File: src/rtl/wav_capture_trig.sv
// Write-side capture front end for the waveform display buffer: decimates ADC samples,
// keeps a circular pre-trigger window, detects a level/edge trigger and publishes each frame.
module wav_capture_trig #(
    parameter int ADDR_W  = 10,
    parameter int PRE_LEN = 256,
    parameter int AUTO_TO = 4096,
    parameter int HOLDOFF = 16
) (
    input  logic              clk,
    input  logic              rst_n,
    input  logic [7:0]        ad_data,
    input  logic              ad_valid,
    input  logic [7:0]        decim,
    input  logic [7:0]        trig_level,
    input  logic              trig_edge,
    input  logic              trig_mode,
    input  logic              stop,
    input  logic              disp_busy,
    output logic              wr_en,
    output logic [ADDR_W-1:0] wr_addr,
    output logic [7:0]        wr_data,
    output logic [ADDR_W-1:0] start_addr,
    output logic              cap_done,
    output logic              triggered,
    output logic              armed
);

    localparam int DEPTH    = 2 ** ADDR_W;
    localparam int POST_LEN = DEPTH - PRE_LEN;
    localparam int CNT_MAX  = (AUTO_TO > DEPTH) ? AUTO_TO : DEPTH;
    localparam int CNT_W    = $clog2(CNT_MAX + 1);
    localparam int HOLD_W   = (HOLDOFF < 1) ? 1 : $clog2(HOLDOFF + 1);

    typedef enum logic [2:0] {
        ST_IDLE = 3'd0,
        ST_PRE  = 3'd1,
        ST_ARM  = 3'd2,
        ST_POST = 3'd3,
        ST_DONE = 3'd4
    } state_t;

    state_t              state_r;
    logic [7:0]          dcnt_r;
    logic [CNT_W-1:0]    cnt_r;
    logic [ADDR_W-1:0]   ptr_r;
    logic [ADDR_W-1:0]   trig_addr_r;
    logic [7:0]          prev_r;
    logic                prev_vld_r;
    logic [HOLD_W-1:0]   hold_r;

    logic                acc_s;
    logic                wr_phase_s;
    logic                trig_hit_s;
    logic                force_s;

    // Accept strobe and trigger conditions for the current sample
    always_comb begin
        acc_s      = ad_valid && (dcnt_r == decim);
        wr_phase_s = (state_r == ST_PRE) || (state_r == ST_ARM) || (state_r == ST_POST);
        force_s    = !trig_mode && (cnt_r >= CNT_W'(AUTO_TO));
        if (!prev_vld_r) begin
            trig_hit_s = 1'b0;
        end else if (trig_edge) begin
            trig_hit_s = (prev_r > trig_level) && (ad_data <= trig_level);
        end else begin
            trig_hit_s = (prev_r < trig_level) && (ad_data >= trig_level);
        end
    end

    // Decimation counter, held clear while idle
    always_ff @(posedge clk or negedge rst_n) begin
        if (!rst_n) begin
            dcnt_r <= 8'd0;
        end else if (state_r == ST_IDLE) begin
            dcnt_r <= 8'd0;
        end else if (acc_s) begin
            dcnt_r <= 8'd0;
        end else if (ad_valid) begin
            dcnt_r <= dcnt_r + 8'd1;
        end
    end

    // Capture FSM with registered RAM write port and status outputs
    always_ff @(posedge clk or negedge rst_n) begin
        if (!rst_n) begin
            state_r     <= ST_IDLE;
            cnt_r       <= '0;
            ptr_r       <= '0;
            trig_addr_r <= '0;
            prev_r      <= 8'd0;
            prev_vld_r  <= 1'b0;
            hold_r      <= '0;
            wr_en       <= 1'b0;
            wr_addr     <= '0;
            wr_data     <= 8'd0;
            start_addr  <= '0;
            cap_done    <= 1'b0;
            triggered   <= 1'b0;
            armed       <= 1'b0;
        end else begin
            wr_en    <= 1'b0;
            cap_done <= 1'b0;
            if (acc_s && wr_phase_s) begin
                wr_en   <= 1'b1;
                wr_addr <= ptr_r;
                wr_data <= ad_data;
                ptr_r   <= ptr_r + 1'b1;
            end
            case (state_r)
                ST_IDLE: begin
                    if (!stop && !disp_busy) begin
                        state_r <= ST_PRE;
                        cnt_r   <= '0;
                    end
                end
                ST_PRE: begin
                    if (stop) begin
                        state_r <= ST_IDLE;
                    end else if (acc_s) begin
                        if (cnt_r == CNT_W'(PRE_LEN - 1)) begin
                            state_r    <= ST_ARM;
                            armed      <= 1'b1;
                            cnt_r      <= '0;
                            prev_vld_r <= 1'b0;
                        end else begin
                            cnt_r <= cnt_r + 1'b1;
                        end
                    end
                end
                ST_ARM: begin
                    // A trigger on this sample outranks a simultaneous stop
                    if (acc_s && (trig_hit_s || force_s)) begin
                        trig_addr_r <= ptr_r;
                        triggered   <= 1'b1;
                        armed       <= 1'b0;
                        state_r     <= ST_POST;
                        cnt_r       <= CNT_W'(1);
                    end else if (stop) begin
                        state_r <= ST_IDLE;
                        armed   <= 1'b0;
                    end else if (acc_s) begin
                        prev_r     <= ad_data;
                        prev_vld_r <= 1'b1;
                        if (cnt_r != CNT_W'(AUTO_TO)) begin
                            cnt_r <= cnt_r + 1'b1;
                        end
                    end
                end
                ST_POST: begin
                    if (acc_s) begin
                        if (cnt_r == CNT_W'(POST_LEN - 1)) begin
                            start_addr <= trig_addr_r - ADDR_W'(PRE_LEN);
                            cap_done   <= 1'b1;
                            triggered  <= 1'b0;
                            state_r    <= ST_DONE;
                            hold_r     <= '0;
                        end else begin
                            cnt_r <= cnt_r + 1'b1;
                        end
                    end
                end
                ST_DONE: begin
                    if (hold_r == HOLD_W'(HOLDOFF)) begin
                        if (stop) begin
                            state_r <= ST_IDLE;
                        end else if (!disp_busy) begin
                            state_r <= ST_PRE;
                            cnt_r   <= '0;
                        end
                    end else begin
                        hold_r <= hold_r + 1'b1;
                    end
                end
                default: begin
                    state_r   <= ST_IDLE;
                    armed     <= 1'b0;
                    triggered <= 1'b0;
                end
            endcase
        end
    end

endmodule
File: config.mk
export PLATFORM = sky130hd
export DESIGN_NAME = wav_capture_trig
export DESIGN_NICKNAME = d
export VERILOG_FILES = /design/src/rtl/wav_capture_trig.sv
export SDC_FILE = /design/constraint.sdc
export NUM_CORES = 1
export LEC_CHECK = 0
export ABC_CLOCK_PERIOD_IN_PS = 2750
export CAP_MARGIN = 20
export CORE_ASPECT_RATIO = 1.75
export CORE_UTILIZATION = 50
export DETAILED_ROUTE_END_ITERATION = 16
export PLACE_DENSITY = 0.77
export REMOVE_ABC_BUFFERS = 1
export SLEW_MARGIN = 30
export SYNTH_ARGS = -nofsm -noshare
export SYNTH_HDL_FRONTEND = slang
export SYNTH_SLANG_ARGS = --single-unit
File: constraint.sdc
create_clock -name clk -period 2.75 [get_ports clk]
set_input_delay 0.55 -clock clk [delete_from_list [all_inputs] [get_ports clk]]
set_output_delay 0.55 -clock clk [all_outputs]
set_load 0.01 [all_outputs]
==> out/summary.txt <==
vias in the first global route: 3928
count of unique library cells instantiated by Yosys: 54
DRC violations left: 0
Startpoint Class: register
max_slew headroom: 68.9%
Post-synth EDFFs: 0
HP Class: in2async
Hold Slack: 0.154 ns
Cells after DPL: 659
first-pass GRT wire length: 18.6 mm
P_leak: 2.94 nW
Crit Path Class: reg2reg
period utilization: 99.8%
Die Area: 9770 um2
Crit path arrival time: 2.98 ns
FP Rows: 46
WL final: 11.7 mm
maxcap violations: 0
outcome: finished, final reports clean
Clock Pin Slew Worst Setup and Hold Paths: 0.07 ns
DRT Pass-1 Iters: 4
peak supply drop: 0.503 mV
htree depth: 3
Iter 0 DRT Violations: 191
crit path time final: 2.74 ns
Req. time, crit path: 2.99 ns
Area growth syn-to-layout: 35.4%
fraction of layout cells with a size suffix above 1: 28.5%
YS warnings: 0
Synth async-reset ratio: 100%
Initial Util: 51.5%
Tot GR Track Use: 25.3%
grt ovf: 0
worst r2r path cells: 9
Num CTS Buffers: 9
Max stage delay on crit path: 0.42 ns
clock skew: 0.00837 ns
synthesized flop and latch total: 90
Least-Margin Pin Slew: 0.467 ns
die width: 75.2 um
Syn Area/Cell: 10.5 um2
CP Capture Type: register
Setup Viol. Count Final: 0
ys flop type: dfrtp_1
Fin. Hold Viols: 0
unrepaired setup endpoints after global routing: true
Finished Layout Cells: 682
Max Fanout on Critical Path: 7
Die Y: 130 um
DRT antenna net count: 0
vias: 3864
routed vias/inst: 5.67
Crit. path cell count: 9
CP Buf/Inv Count: 1
post-layout net count: 610
CTS tree: done
critical path, cell by cell: ha_4 > a21oi_2 > a21boi_2 > or3_1 > a2111o_1 > o311a_1 > or3_4 > buf_8 > mux2_4
initial antenna violation count: 0
P per Cell Area: 609 nW/um2
reg2reg setup slack: 0.005 ns
clk root buf: clkbuf_16
Hold Buf Count CTS: 0
hpwl dp: 7.74 mm
Core Region: 9090 um2
Max clock buf depth: 2
Setup TNS: 0 ns
GP Congestion: 0.870
ant diodes: 0
fin util: 69.7%
wire per inst: 17.1 um
Post-Syn Instances: 445
Max Clock Freq: 0.364 GHz
Clock Latency Late Sink: 0.35 ns
clk sinks: 90
post-synthesis sequential area ratio: 48.1%
number of buffers added on ports: 62
Slowest cell on crit path: or3_4
Cell Area, Synth: 4680 um2
critical path's top delay family: compound AO/OA/AOI/OAI gates
largest net degree at the start of global routing: 57
fin. max-slew vios: 0
I/O Pins: 63
power by group:
part	internal [W]	switching [W]
sequential	0.00143	0.000159
clock	0.000673	0.000540
combinational	0.000495	0.000570
total	0.00260	0.00127
per-layer routing:
layer / global-route usage, % / vias to the layer above / share of wire, %
met3: 3.24 / 42 / 3.8
met1: 28.8 / 1894 / 38
met4: 14.1 / 0 / 3.5
li1: - / 1811 / -
met5: 0 / - / 0
met2: 44.7 / 117 / 55
worst paths after layout:
kind | startpoint | to
max in group asynchronous | rst_n | ptr_r[7]
min in group clk | start_addr[0] | start_addr[0]
hold / removal | rst_n | wr_data[3]
hold reg to reg | start_addr[0] | start_addr[0]
setup reg to reg | prev_r[6] | trig_addr_r[4]
setup / recovery | prev_r[6] | trig_addr_r[4]
cells by family after synthesis:
logic type / share of synthesized area (%)
xor+xnor: 5.05
buf+inv: 3.31
compound gates: 10.7
simple gates: 17.3
flops: 48.1
mux: 9.67
fa+ha+maj: 5.88
area by class of cell:
cell class                 instances  area (um2)
clock buffer                      11         253
clock inverter                     5        42.5
fill                             681        2750
inverter                          19        71.3
multi-input combinational        322        2520
sequential                        90        2250
tap                              120         150
timing repair buffer             115        1050
cell usage after synthesis (all sizes together) (2+ instances only):
cell type  count  share of area, %
mux2          37               9.5
a21boi         2              0.32
nand3b         2              0.32
o31ai          2              0.32
clkbuf         6              0.48
nor4           4              0.85
nor3          10               1.1
and3           6              0.80
inv           19               1.5
nor2          36               2.9
a21oi         12               1.3
nor2b          7              0.94
o21ai         20               2.2
o21bai         3              0.48
or2            5              0.67
a221o          2              0.43
ha            22               5.9
o221ai         3              0.56
or3            8               1.1
buf            8               1.3
dfrtp         90                48
a22o          10               1.9
xnor2         14               2.6
xor2          13               2.4
nand4          9               1.2
o311a          2              0.45
o2111ai        3              0.56
nand2b         6              0.80
and2           2              0.27
a41oi          2              0.37
nand3         15               1.6
nand2         51               4.1
per-stage QoR:
step / power (W) / instance area (um2) / worst slack, ns
after detailed placement: 0.00257 / 5730 / -0.663
final: 0.00386 / 6340 / 0.00525
after floorplan: 0.00215 / 4600 / -0.388
after CTS: 0.00380 / 6240 / 0.000213
after global placement: 0.00253 / 5730 / -0.603
after global routing: 0.00405 / 6340 / -0.0455
repair_timing:
action | 4_1_cts | 5_1_grt
buffers inserted | 3 | 3
gates resized for setup | 51 | 25
gates cloned | 1 | 0
endpoints found under the hold margin | 0 | 0
setup endpoints to repair | 35 | 36
pin swaps | 23 | 22
layout by cell type (no fill, tap or decap), drive strengths merged, types with 3 or more instances in the layout:
master | netlist | routed
dfrtp | 90 | 90
dlygate4sd2 | 0 | 12
o21ai | 20 | 20
nor4 | 4 | 4
xnor2 | 14 | 14
clkbuf | 6 | 14
or3 | 8 | 8
or2 | 5 | 5
nand2 | 51 | 51
o221ai | 3 | 3
xor2 | 13 | 13
nand4 | 9 | 9
nor2 | 36 | 36
nand2b | 6 | 6
mux2 | 37 | 37
and3 | 6 | 6
a21oi | 12 | 12
a22o | 10 | 10
inv | 19 | 22
buf | 8 | 54
nor3 | 10 | 10
clkdlybuf4s50 | 0 | 45
o21bai | 3 | 3
o2111ai | 3 | 3
ha | 22 | 22
nor2b | 7 | 7
nand3 | 15 | 15
sequential cells by signal, indices dropped and copies added (netlist names), 3 cells and up:
register / flops
hold_r: 5
cnt_r: 13
dcnt_r: 8
ptr_r: 10
start_addr: 10
prev_r: 8
wr_data: 8
trig_addr_r: 10
wr_addr: 10
state_r: 3
Power figures use the tool's default switching activity.
==> variant (same settings) <==
Set the parameter `AUTO_TO` to 2048 (it was 4096).
--- a/src/rtl/wav_capture_trig.sv
+++ b/src/rtl/wav_capture_trig.sv
@@ -3,7 +3,7 @@
 module wav_capture_trig #(
     parameter int ADDR_W  = 10,
     parameter int PRE_LEN = 256,
-    parameter int AUTO_TO = 4096,
+    parameter int AUTO_TO = 2048,
     parameter int HOLDOFF = 16
 ) (
     input  logic              clk,
Check against the original RTL: no difference found for any inputs over 4 cycles, from zero or initial values and one cycle with rst_n low; that may be too few to reach the edited logic, so the function may still have changed.
==> variant against the original RTL <==
Worst hold slack lost 0.012 ns; count of clock-buffer cells in the layout shrank 1; wire length shrank 2.7%; area after synthesis grew 1.6%; first-iteration DRC count shrank 14%; cell area shrank 1.3%; worst setup slack gained 0.052 ns; sequential cell count shrank 1.
Power is not compared: it rests on default switching activity, and its combinational part moved more than twofold at a synthesized area within 25%.
==> variant: results <==
{
  "synthCells": 487,
  "period_share_pct": 97.90,
  "io_buffer_count": 62,
  "final_nets": 641,
  "drt-total-wl_um": 11370,
  "met2_length_um": 6297,
  "slowest_stage": "or3b_4",
  "slowest_delay_ns": 0.43,
  "finClkSkew_ns": 0.009886,
  "rr_worst_depth": 11,
  "regMostFlops": "cnt_r",
  "dpl.cell_count": 687,
  "dr.pass1.iters": 4,
  "dp_slack_ns": -0.5902,
  "reg2reg_to": "cnt_r[4]$_DFFE_PN0P_",
  "clk_root_buffer_cell": "clkbuf_16",
  "grtUsageMet2_pct": 44.43,
  "hold_slack_ns": 0.1422,
  "cp_top_family": "simple AND/OR/NAND/NOR gates",
  "grt_pass1_wl_um": 18160,
  "arrival_ns": 2.92,
  "yosys-top-cells-area": "dfrtp_1 (47%), nand2_1 (8.8%), ha_1 (5.8%)",
  "cts_buffer_depth": 2,
  "drive_gt1_share_pct": 21.92,
  "cp-startpoint": "trig_level[6]",
  "worstReg2RegStart": "cnt_r[0]$_DFFE_PN0P_",
  "grt_max_degree": 39,
  "grt_usage_pct": 24.67,
  "met1Wirelength_um": 4203,
  "ys_types": 61,
  "hpwlAfterDp_um": 8118,
  "vias": 3997,
  "outcome": "completed",
  "dpl_cell_area_um2": 5689,
  "instances_no_fill": 713,
  "antenna_cells": 0,
  "pg_clk_mw": 1.37,
  "gr-usage-met1_pct": 26.17,
  "gr-usage-met3_pct": 4.831,
  "numCtsBuffers": 9,
  "hold_class": "input port to async pin",
  "slew_headroom_pct": 63.36,
  "grt_pass1_vias": 3932,
  "gp_congestion": 0.9088,
  "combinationalPower_mw": 0.419,
  "yosysWarnings": 0,
  "synth_top_area_share_pct": 46.82,
  "ys_seq_area_share_pct": 46.82,
  "p_switching_mw": 0.8160,
  "drtIter0Drc": 164,
  "synth_common_cells": "nand2_1 (111), dfrtp_1 (89), nor2_1 (27)",
  "wl_met3_um": 431,
  "final.fill_count": 697,
  "largest_register_ffs": 12,
  "rrSetupSlack_ns": 0.15,
  "cp_max_fo": 4
}
==> variant: cell types whose count changed after synthesis, sizes merged, moves of 6 or more <==
cell   before  now
a21oi      12   18
mux2       37   17
nor2       36   27
nand4       9   16
nand2      51  111
==> variant: what timing repair did <==
| item | CTS | global route |
|---|---|---|
| pin swaps | 14 | 11 |
| endpoints found under the setup margin | 31 | 15 |
| hold buffers | 0 | 0 |
| gates resized for setup | 43 | 20 |
| setup buffers | 4 | 4 |
| gates cloned | 2 | 0 |
==> variant: worst max path at each step <==
stage	slack [ns]	cells after the start	end
2_1_floorplan	-0.004	9	trig_addr_r[0]$_DFFE_PN0P_
3_5_place_dp	-0.59	13	cnt_r[4]$_DFFE_PN0P_
6_report	0.06	12	cnt_r[6]$_DFFE_PN0P_
5_1_grt	-0.11	13	state_r[0]$_DFFE_PN0P_
3_3_place_gp	-0.52	13	cnt_r[4]$_DFFE_PN0P_
4_1_cts	0.04	11	cnt_r[6]$_DFFE_PN0P_
==> variant: kinds of logic (layout without fill, tap and decap cells) <==
| logic type | after synthesis | after routing | share of synthesized area, % |
|---|---|---|---|
| XOR/XNOR | 27 | 27 | 4.971 |
| flip-flops | 89 | 89 | 46.82 |
| AND/OR/NAND/NOR | 221 | 223 | 22.83 |
| AO/OA/AOI/OAI | 74 | 74 | 11.18 |
| multiplexers | 17 | 17 | 4.656 |
| buffers and inverters | 37 | 141 | 3.761 |
| adder cells (fa/ha/maj) | 22 | 22 | 5.786 |
==> variant: final cells by class <==
type	count	area (µm²)	area share, %
Clock buffer	10	239.0	3.817
Clock inverter	6	97.59	1.559
Inverter	22	82.58	1.319
Multi-Input combinational cell	363	2540	40.57
Sequential cell	89	2227	35.57
Tap cell	120	150.1	2.398
Timing Repair Buffer	103	924.6	14.77
